===== config.mk =====
export PLATFORM = sky130hd
export DESIGN_NAME = gaussian_conv_1d_flat
export DESIGN_NICKNAME = d
export VERILOG_FILES = /design/src/rtl/gaussian_conv_1d_if.sv /design/src/rtl/gaussian_conv_1d.sv /design/src/flat_wrapper.sv
export SDC_FILE = /design/constraint.sdc
export NUM_CORES = 2
export LEC_CHECK = 0
export CAP_MARGIN = 5
export CORE_MARGIN = 2
export CORE_UTILIZATION = 45
export CTS_CLUSTER_DIAMETER = 60
export DETAILED_ROUTE_END_ITERATION = 16
export SLEW_MARGIN = 20
export SYNTH_ARGS = -nofsm -noshare
export SYNTH_HDL_FRONTEND = slang
export SYNTH_SLANG_ARGS = --single-unit

===== constraint.sdc =====
create_clock -name clk -period 4.7 [get_ports clk]
set_input_delay 0.94 -clock clk [delete_from_list [all_inputs] [get_ports clk]]
set_output_delay 0.94 -clock clk [all_outputs]
set_load 0.005 [all_outputs]

===== src/rtl/gaussian_conv_1d_if.sv =====
// Bundle of the stream, coefficient-load and status signals of gaussian_conv_1d.
//   valid_in / data_in   : pixel window, element PAD is the centre pixel
//   coef_load / coef_in  : one-cycle capture of a symmetric half-kernel, element 0 = centre tap
//   valid_out / data_out : filtered pixel, zero when not valid
//   eol_out / border_out : last pixel of a line / pixel within PAD of either line end
//   coef_busy            : shadow kernel captured but not yet active
// master drives the inputs (source side), slave is the filter.
interface gaussian_conv_1d_if #(
  parameter int unsigned DATA_WIDTH = 8,
  parameter int unsigned PAD        = 5,
  parameter int unsigned COEF_WIDTH = 16
);
  localparam int unsigned TAPS = 2 * PAD + 1;

  logic                                 valid_in;
  logic [TAPS-1:0][DATA_WIDTH-1:0]      data_in;
  logic                                 coef_load;
  logic [PAD:0][COEF_WIDTH-1:0]         coef_in;
  logic                                 valid_out;
  logic [DATA_WIDTH-1:0]                data_out;
  logic                                 eol_out;
  logic                                 border_out;
  logic                                 coef_busy;

  modport master (
    output valid_in, data_in, coef_load, coef_in,
    input  valid_out, data_out, eol_out, border_out, coef_busy
  );

  modport slave (
    input  valid_in, data_in, coef_load, coef_in,
    output valid_out, data_out, eol_out, border_out, coef_busy
  );
endinterface


===== src/rtl/gaussian_conv_1d.sv =====
// Symmetric 1-D FIR (Gaussian) filter over a pre-assembled pixel window.
// Pipeline: pre-add symmetric pairs -> multiply by active kernel -> registered
// binary adder tree -> round, shift, saturate. Fixed latency 3 + ceil(log2(PAD+1)).
// Ports:
//   clk   : clock, all state on its rising edge
//   rst_n : synchronous active-low reset
//   bus   : gaussian_conv_1d_if slave (window in, filtered pixel out, kernel load)
// Kernel updates go through a shadow register and are only promoted when the
// whole pipeline is empty, so a line is always filtered with a single kernel.
// Requires PAD >= 1 and COEF_WIDTH > COEF_FRAC >= 1.
module gaussian_conv_1d #(
  parameter int unsigned IMAGE_COLUMN = 512,
  parameter int unsigned DATA_WIDTH   = 8,
  parameter int unsigned PAD          = 5,
  parameter int unsigned COEF_WIDTH   = 16,
  parameter int unsigned COEF_FRAC    = 14
) (
  input  logic                  clk,
  input  logic                  rst_n,
  gaussian_conv_1d_if.slave     bus
);
  localparam int unsigned T       = $clog2(PAD + 1);
  localparam int unsigned LATENCY = 3 + T;
  localparam int unsigned NP2     = 1 << T;            // adder-tree leaves, zero padded
  localparam int unsigned SW      = DATA_WIDTH + 1;    // pre-added pair
  localparam int unsigned PW      = SW + COEF_WIDTH;   // product
  localparam int unsigned TW      = PW + T;            // tree sum
  localparam int unsigned CW      = $clog2(IMAGE_COLUMN);

  localparam logic [COEF_WIDTH-1:0]        CoefOne   = COEF_WIDTH'(1) << COEF_FRAC;
  localparam logic [PAD:0][COEF_WIDTH-1:0] CoefIdent = {{(PAD * COEF_WIDTH){1'b0}}, CoefOne};
  localparam logic [TW:0]                  Half      = (TW + 1)'(1) << (COEF_FRAC - 1);
  localparam logic [CW-1:0]                LastCol   = CW'(IMAGE_COLUMN - 1);
  localparam logic [CW-1:0]                LeftEdge  = CW'(PAD);
  localparam logic [CW-1:0]                RightEdge = CW'(IMAGE_COLUMN - 1 - PAD);

  logic [PAD:0][SW-1:0]         sum_d, sum_q;
  logic [PAD:0][PW-1:0]         prod_d, prod_q;
  logic [TW-1:0]                node_d [1:NP2-1];
  logic [TW-1:0]                node_q [1:NP2-1];
  logic [TW-1:0]                all_nodes [1:2*NP2-1];
  logic [TW:0]                  rnd, shf;
  logic [DATA_WIDTH-1:0]        sat;
  logic [DATA_WIDTH-1:0]        data_out_d, data_out_q;
  logic [LATENCY-1:0]           valid_d, valid_q;
  logic [CW-1:0]                col_d, col_q;
  logic [PAD:0][COEF_WIDTH-1:0] shadow_d, shadow_q, active_d, active_q;
  logic                         busy_d, busy_q;
  logic                         pipe_idle;
  logic                         valid_out;

  // Datapath
  always_comb begin
    sum_d[0] = SW'(bus.data_in[PAD]);
    for (int unsigned k = 1; k <= PAD; k++) begin
      sum_d[k] = SW'(bus.data_in[PAD+k]) + SW'(bus.data_in[PAD-k]);
    end
    for (int unsigned k = 0; k <= PAD; k++) begin
      prod_d[k] = PW'(sum_q[k]) * PW'(active_q[k]);
    end
    // Heap layout: node i sums nodes 2i and 2i+1; leaves sit at NP2..2*NP2-1.
    for (int unsigned i = 1; i < 2 * NP2; i++) all_nodes[i] = '0;
    for (int unsigned i = 1; i < NP2; i++) all_nodes[i] = node_q[i];
    for (int unsigned k = 0; k <= PAD; k++) all_nodes[NP2+k] = TW'(prod_q[k]);
    for (int unsigned i = 1; i < NP2; i++) begin
      node_d[i] = all_nodes[2*i] + all_nodes[2*i+1];
    end
    rnd = {1'b0, node_q[1]} + Half;
    shf = rnd >> COEF_FRAC;
    sat = (|shf[TW:DATA_WIDTH]) ? '1 : shf[DATA_WIDTH-1:0];
    data_out_d = valid_q[LATENCY-2] ? sat : '0;
  end

  // Control: valid pipe, column counter, kernel shadow/active
  always_comb begin
    valid_d   = {valid_q[LATENCY-2:0], bus.valid_in};
    valid_out = valid_q[LATENCY-1];
    col_d     = '0;
    if (valid_out) col_d = (col_q == LastCol) ? '0 : col_q + 1'b1;

    pipe_idle = !bus.valid_in && !(|valid_q);
    shadow_d  = bus.coef_load ? bus.coef_in : shadow_q;
    active_d  = active_q;
    busy_d    = busy_q | bus.coef_load;
    if (pipe_idle) begin
      // A load arriving on the promotion cycle bypasses the shadow.
      active_d = bus.coef_load ? bus.coef_in : shadow_q;
      busy_d   = 1'b0;
    end
  end

  always_ff @(posedge clk) begin
    if (!rst_n) begin
      valid_q    <= '0;
      col_q      <= '0;
      data_out_q <= '0;
      busy_q     <= 1'b0;
      shadow_q   <= CoefIdent;
      active_q   <= CoefIdent;
    end else begin
      valid_q    <= valid_d;
      col_q      <= col_d;
      data_out_q <= data_out_d;
      busy_q     <= busy_d;
      shadow_q   <= shadow_d;
      active_q   <= active_d;
    end
  end

  // Data registers need no reset: the valid pipe qualifies everything.
  always_ff @(posedge clk) begin
    sum_q  <= sum_d;
    prod_q <= prod_d;
    node_q <= node_d;
  end

  assign bus.valid_out  = valid_out;
  assign bus.data_out   = data_out_q;
  assign bus.eol_out    = valid_out && (col_q == LastCol);
  assign bus.border_out = valid_out && ((col_q < LeftEdge) || (col_q > RightEdge));
  assign bus.coef_busy  = busy_q;
endmodule


===== src/flat_wrapper.sv =====
// flat-port wrapper written by rule: the top's interface ports become plain ports
module gaussian_conv_1d_flat 
#(
  parameter int unsigned IMAGE_COLUMN = 512,
  parameter int unsigned DATA_WIDTH   = 8,
  parameter int unsigned PAD          = 5,
  parameter int unsigned COEF_WIDTH   = 16,
  parameter int unsigned COEF_FRAC    = 14
)
  (clk, rst_n, bus_valid_in, bus_data_in, bus_coef_load, bus_coef_in, bus_valid_out, bus_data_out, bus_eol_out, bus_border_out, bus_coef_busy);
  gaussian_conv_1d_if #(.DATA_WIDTH(DATA_WIDTH), .PAD(PAD), .COEF_WIDTH(COEF_WIDTH)) bus_i ();
  input  logic clk;
  input  logic rst_n;
  input wire logic [$bits(bus_i.valid_in)-1:0] bus_valid_in;
  input wire logic [$bits(bus_i.data_in)-1:0] bus_data_in;
  input wire logic [$bits(bus_i.coef_load)-1:0] bus_coef_load;
  input wire logic [$bits(bus_i.coef_in)-1:0] bus_coef_in;
  output wire logic [$bits(bus_i.valid_out)-1:0] bus_valid_out;
  output wire logic [$bits(bus_i.data_out)-1:0] bus_data_out;
  output wire logic [$bits(bus_i.eol_out)-1:0] bus_eol_out;
  output wire logic [$bits(bus_i.border_out)-1:0] bus_border_out;
  output wire logic [$bits(bus_i.coef_busy)-1:0] bus_coef_busy;
  assign bus_i.valid_in = bus_valid_in;
  assign bus_i.data_in = bus_data_in;
  assign bus_i.coef_load = bus_coef_load;
  assign bus_i.coef_in = bus_coef_in;
  assign bus_valid_out = bus_i.valid_out;
  assign bus_data_out = bus_i.data_out;
  assign bus_eol_out = bus_i.eol_out;
  assign bus_border_out = bus_i.border_out;
  assign bus_coef_busy = bus_i.coef_busy;
  gaussian_conv_1d #(.IMAGE_COLUMN(IMAGE_COLUMN), .DATA_WIDTH(DATA_WIDTH), .PAD(PAD), .COEF_WIDTH(COEF_WIDTH), .COEF_FRAC(COEF_FRAC)) u_core (.clk(clk), .rst_n(rst_n), .bus(bus_i));
endmodule

# ---- After elaboration in Yosys (flattened, before gate mapping)
# Index checks and enable logic that the tools add are counted.
dict set report word_totals {
  reg_bits 587
  latch_bits 0
  ramBits 0
  mem_bits_ro 0
  in_bits 188
  out_inout_bits 12
  memories 0
}
dict set report classes {
  n_addsub 12
  mul 6
  div 0
  order_cmp 2
  eq_ne 1
  shift 0
  muxes 2
  n_bitwise 3
  reduce_logical 11
}
# operator n
set op_table {}
lappend op_table {{$mul A9 B16 Y25} 5}
lappend op_table {{$mux W96} 1}
lappend op_table {{$add A25 B25 Y26} 3}
lappend op_table {{$add A28 B28 Y28} 2}
lappend op_table {{$add A8 B8 Y9} 5}
lappend op_table {{$add A28 B14 Y29 const B} 1}
lappend op_table {{$mul A8 B16 Y24} 1}
lappend op_table {{$add A9 B1 Y9 const B} 1}
lappend op_table {{$eq A9 B9 Y1 const B} 1}
lappend op_table {{$gt A9 B9 Y1 const B} 1}
lappend op_table {{$lt A9 B3 Y1 const B} 1}
lappend op_table {{$mux W8} 1}
lappend op_table {{$reduce_or A7 Y1} 1}
lappend op_table {{$reduce_or A6 Y1} 1}
lappend op_table {{$logic_and A1 B1 Y1} 3}
lappend op_table {{$reduce_or A3 Y1} 1}
lappend op_table {{$logic_not A1 Y1} 2}
lappend op_table {{$not A1 Y1} 2}
lappend op_table {{$reduce_and A2 Y1} 1}
lappend op_table {{$reduce_or A2 Y1} 1}
lappend op_table {{$logic_or A1 B1 Y1} 1}
lappend op_table {{$or A1 B1 Y1} 1}

# ---- Depth between registers and ports, before layout
dict set report logic_depth {
  ltp_word 4
  depth_mapped 21
  depth_no_buf 20
}

# ---- Worst setup path before layout
# OpenSTA, ideal clock, no wires.
dict set report synth_path {
  path_kind {register to register}
  startpoint {register u_core.sum_q[9] (netlist bit)}
  endpoint {register u_core.prod_q, in the netlist u_core.all_nodes[192]}
  setup_time_ps 72
  arrival_ps 4880
  slack_ps -252
  path_stages_with_launch 20
  path_buffers 1
  synth_period_minus_slack_ps 4952
  path_cell_list {dfxtp_1 clkbuf_1 nand2_1 fa_1 inv_1 fa_1 fa_1 inv_1 fa_1 inv_1 ha_1 a21oi_1 nor2b_1 a211oi_2 o21ai_1 o31a_1 a211oi_2 o2111ai_1 a21oi_1 xnor2_1}
}
# item line
set synth_lines {}
lappend synth_lines {{start, declared} gaussian_conv_1d.sv:37} ;# logic [PAD:0][SW-1:0] sum_d, sum_q;
lappend synth_lines {{start signal, assigned} gaussian_conv_1d.sv:112} ;# sum_q <= sum_d;
lappend synth_lines {{end signal, assigned} gaussian_conv_1d.sv:113} ;# prod_q <= prod_d;
lappend synth_lines {{end, declared} gaussian_conv_1d.sv:38} ;# logic [PAD:0][PW-1:0] prod_d, prod_q;

==> metrics.md <==
| Metric | Value |
|---|---|
| Status | `complete, but fails checks` |
| Failing checks | `negative setup slack` |
| DRC viols | `0` |
| Flop pwr share | `0.245` |
| Core ar. | `approximately 110000 um^2` |
| Most common cell after layout, fill and taps aside | `inv_1` |
| Die H | `330 um` |
| Antenna violations before repair | `4` |
| Critical Path Sink Type | `flip-flop` |
| Placer Congestion | `0.853` |
| Clock power frac | `0.203` |
| Rows | `119` |
| Slowest stage delay, CP | `0.58 ns` |
| Largest net degree at the start of global routing | `78` |
| Worst-path maximum fanout | `4` |
| F_max | `0.213 GHz` |
| Synth top area cells | `fa_1 (25%), dfxtp_1 (24%), ha_1 (11%), and2_1 (7.0%), inv_1 (6.5%)` |
| Starting Density | `0.453` |
| RR Startpoint | `u_core.sum_q[3]` |
| Max-cap violations | `0` |
| Cells after Synth | `5184` |
| Hold Path Stages | `0` |
| Ys flop type | `dfxtp_1` |
| Worst endpoint data arrival time | `5.25 ns` |
| Least-Margin Pin Slew | `0.849 ns` |
| Max Slew Vio Count | `0` |
| Cell Area, Synth | `47700 um^2` |
| DR vias/cell | `4.92` |
| Total wire length | `roughly 110000 um` |
| H-tree Lvls | `3` |
| HP Class | `reg2reg` |
| Ratio of cells with drive above 1 in the final layout | `0.145` |
| Vias in the first global route | `36471` |
| Nets@finish | `6870` |
| Clock Pin Slew Worst Setup and Hold Paths | `about 0.06 ns` |
| Switch share | `0.408` |
| Mapped Nets | `between 6000 and 7000` |
| EDFF count, synth | `0` |
| CP Cell Sequence | `buf_4, nand2_1, fa_2, inv_2, fa_1, fa_1, inv_2, fa_1, inv_1, ha_2, or2_4, or3_4, o211ai_1, a21oi_2, nor3_2, or3_4, a41oi_4, a311oi_2, xnor2_1` |
| Total CTS buffers | `76` |
| WL/cell | `15.1 um` |
| Critical path launch point type | `flip-flop` |
| Synthesis Warnings | `0` |
| CP Buf/Inv Count | `4` |
| CP delay by family, top | `adder cells` |
| Final setup vio count | `1` |
| Mapped Avg Cell Area | `9.20 um^2` |
| Critical Path Most Common Cell | `fa_1` |
| Most frequent cells in the layout | `inv_1 (816), fa_1 (572), and2_1 (520)` |
| CP max-delay cell | `fa_1` |
| P per Cell Area | `slightly above 500 nW/um^2` |
| GR Util All Layers | `0.203` |
| Die W | `about 330 um` |
| IO Pins | `200` |
| Pleak | `0.0286 uW` |
| Fillers | `9609` |
| RSZ-0062 raised after global routing | `yes` |
| Area growth from synthesis to layout | `21.1%` |
| Clk buf depth | `3` |
| Clock root buffer | `clkbuf_16` |
| Post-DP HPWL | `86900 um` |
| Psw | `approximately 12000 uW` |
| Maximum VDD drop | `0.309 mV` |
| CTS tree | `done` |
| Hold Startpoint | `u_core.all_nodes[260]` |
| Final ANT Viol Nets | `0` |
| Unique masters post-synth | `75` |
| Fin crit share | `1.00` |
| Setup Skew | `0.0271 ns` |
| Crit Path Class | `reg2reg` |
| Initial DRC Count | `1595` |
| Hold-fix buffer count after cts | `0` |
| # diodes | `0` |
| Pint | `approximately 17000 uW` |
| Final worst slack | `-0.00127 ns` |
| Crit path time final | `approximately 4.7 ns` |
| Clock latency on the worst-skew pair | `roughly 0.64 ns` |
| Slew headroom | `0.419` |
| Drt first pass iters | `5` |
| Hold Path Sink | `u_core.all_nodes[344]` |
| Final hold vios | `0` |
| Logic pwr share | `0.552` |
| Dpl cells | `a little under 7000` |
| Yosys top cell area share | `0.247` |
| Input/output buffers | `199` |
| Synth area leader | `fa_1` |
| Asr flop ratio synth | `0` |
| FF-to-FF setup slack | `-0.001 ns` |
| Synth Register Bits | `roughly 560` |
| Worst R2R End | `u_core.all_nodes[218]` |
| Final std cells w/o fill | `7109` |
| DIE AREA | `109000 um^2` |
| R2r worst-path depth | `19` |
| Sink Count | `about 560` |
| Final hold slack | `0.319 ns` |
| Congestion Overflow GR | `0` |
| Vias | `34949` |
| Register area share after synthesis | `0.237` |
| Global-route wire length before repair | `180000 um` |
| Critical path required time | `5.25 ns` |
registers in the layout, indices dropped and copies added (netlist names):
signal                cells
u_core.bus.data_out       8
u_core.all_nodes        295
u_core.valid_q            6
u_core.bus.coef_busy      1
u_core.active_q          96
u_core.sum_q             53
u_core.col_q              9
u_core.shadow_q          96
cells by family after synthesis:
kind of cell             share of synthesized area
buffers and inverters                       0.0809
multiplexers                                0.0206
AO/OA/AOI/OAI                               0.0963
flip-flops                                   0.237
AND/OR/NAND/NOR                              0.160
adder cells (fa/ha/maj)                      0.362
XOR/XNOR                                    0.0441
worst max path at each step:
stage	startpoint	endpoint	slack, ns	cells after the start
floorplan	u_core.sum_q[15]	u_core.all_nodes[192]	-0.03	18
global placement	u_core.active_q[88]	u_core.all_nodes[79]	-0.21	17
detailed placement	u_core.active_q[88]	u_core.all_nodes[77]	-0.19	17
CTS	u_core.active_q[5]	u_core.all_nodes[218]	-0.04	18
global route	u_core.sum_q[7]	u_core.all_nodes[218]	-0.21	18
finish	u_core.sum_q[3]	u_core.all_nodes[218]	-0.001	19
cell usage after synthesis (all sizes together) (6+ instances only):
master   count
and2       535
a2111oi      8
ha         438
nor2       315
a31oi       27
and3        29
xnor2      164
mux2i       98
nand2b      35
nand3       48
nor3        29
or4          6
fa         588
o41ai        7
o21a        34
or3          9
a21o        96
o211ai       7
o2111ai      6
o31a         8
nor2b       30
a21oi      205
nand4       25
inv        830
o21ai      113
o31ai        7
or2          8
a211oi     115
dfxtp      564
nand2      436
o21bai      23
clkbuf     192
a21boi       7
nor4        10
xor2        76
what timing repair did:
action,4_1_cts,5_1_grt
resized for setup,100,240
endpoints found under the setup margin,27,46
pin swaps,69,127
gates cloned,0,2
buffers inserted,9,24
metrics by stage:
stage | total power, uW | setup TNS (ns) | area [um^2] | util | setup WS (ns)
after global routing | 31800 | -1.62 | 57700 | 0.549 | -0.212
final | 29100 | -0.00127 | 57700 | 0.549 | -0.00127
after global placement | 22300 | -1.72 | 53600 | 0.509 | -0.210
after detailed placement | 22400 | -2.35 | 53600 | 0.509 | -0.195
after CTS | 28800 | -0.0894 | 56600 | 0.538 | -0.0443
after floorplan | 17800 | -0.0272 | 47900 | - | -0.0272
final cells by class:
| class | count | area, um^2 | area share |
|---|---|---|---|
| Multi-Input combinational cell | 3593 | 33600 | 0.582 |
| Sequential cell | 564 | 11500 | 0.199 |
| Timing Repair Buffer | 591 | 5200 | 0.0900 |
| Inverter | 830 | 3120 | 0.0540 |
| Clock buffer | 93 | 2120 | 0.0367 |
| Tap cell | 1391 | 1740 | 0.0301 |
| Clock inverter | 47 | 503 | 0.00871 |
power by group through the flow:
| stage | Combinational [uW] | Clock [uW] | Sequential [uW] |
|---|---|---|---|
| floorplan | 11000 | 0 | 6740 |
| global route | 18200 | 6280 | 7250 |
| finish | 16100 | 5920 | 7140 |
| CTS | 15600 | 6090 | 7120 |
| global placement | 15100 | 0 | 7210 |
| detailed placement | 15200 | 0 | 7190 |
routing by layer:
metal / GRT usage / share of wire
met2: 0.353 / 0.49
met1: 0.266 / 0.46
met5: 0 / 0.00012
met4: 0.0518 / 0.023
met3: 0.0263 / 0.033
No activity file was read; power rests on OpenSTA's default activity.
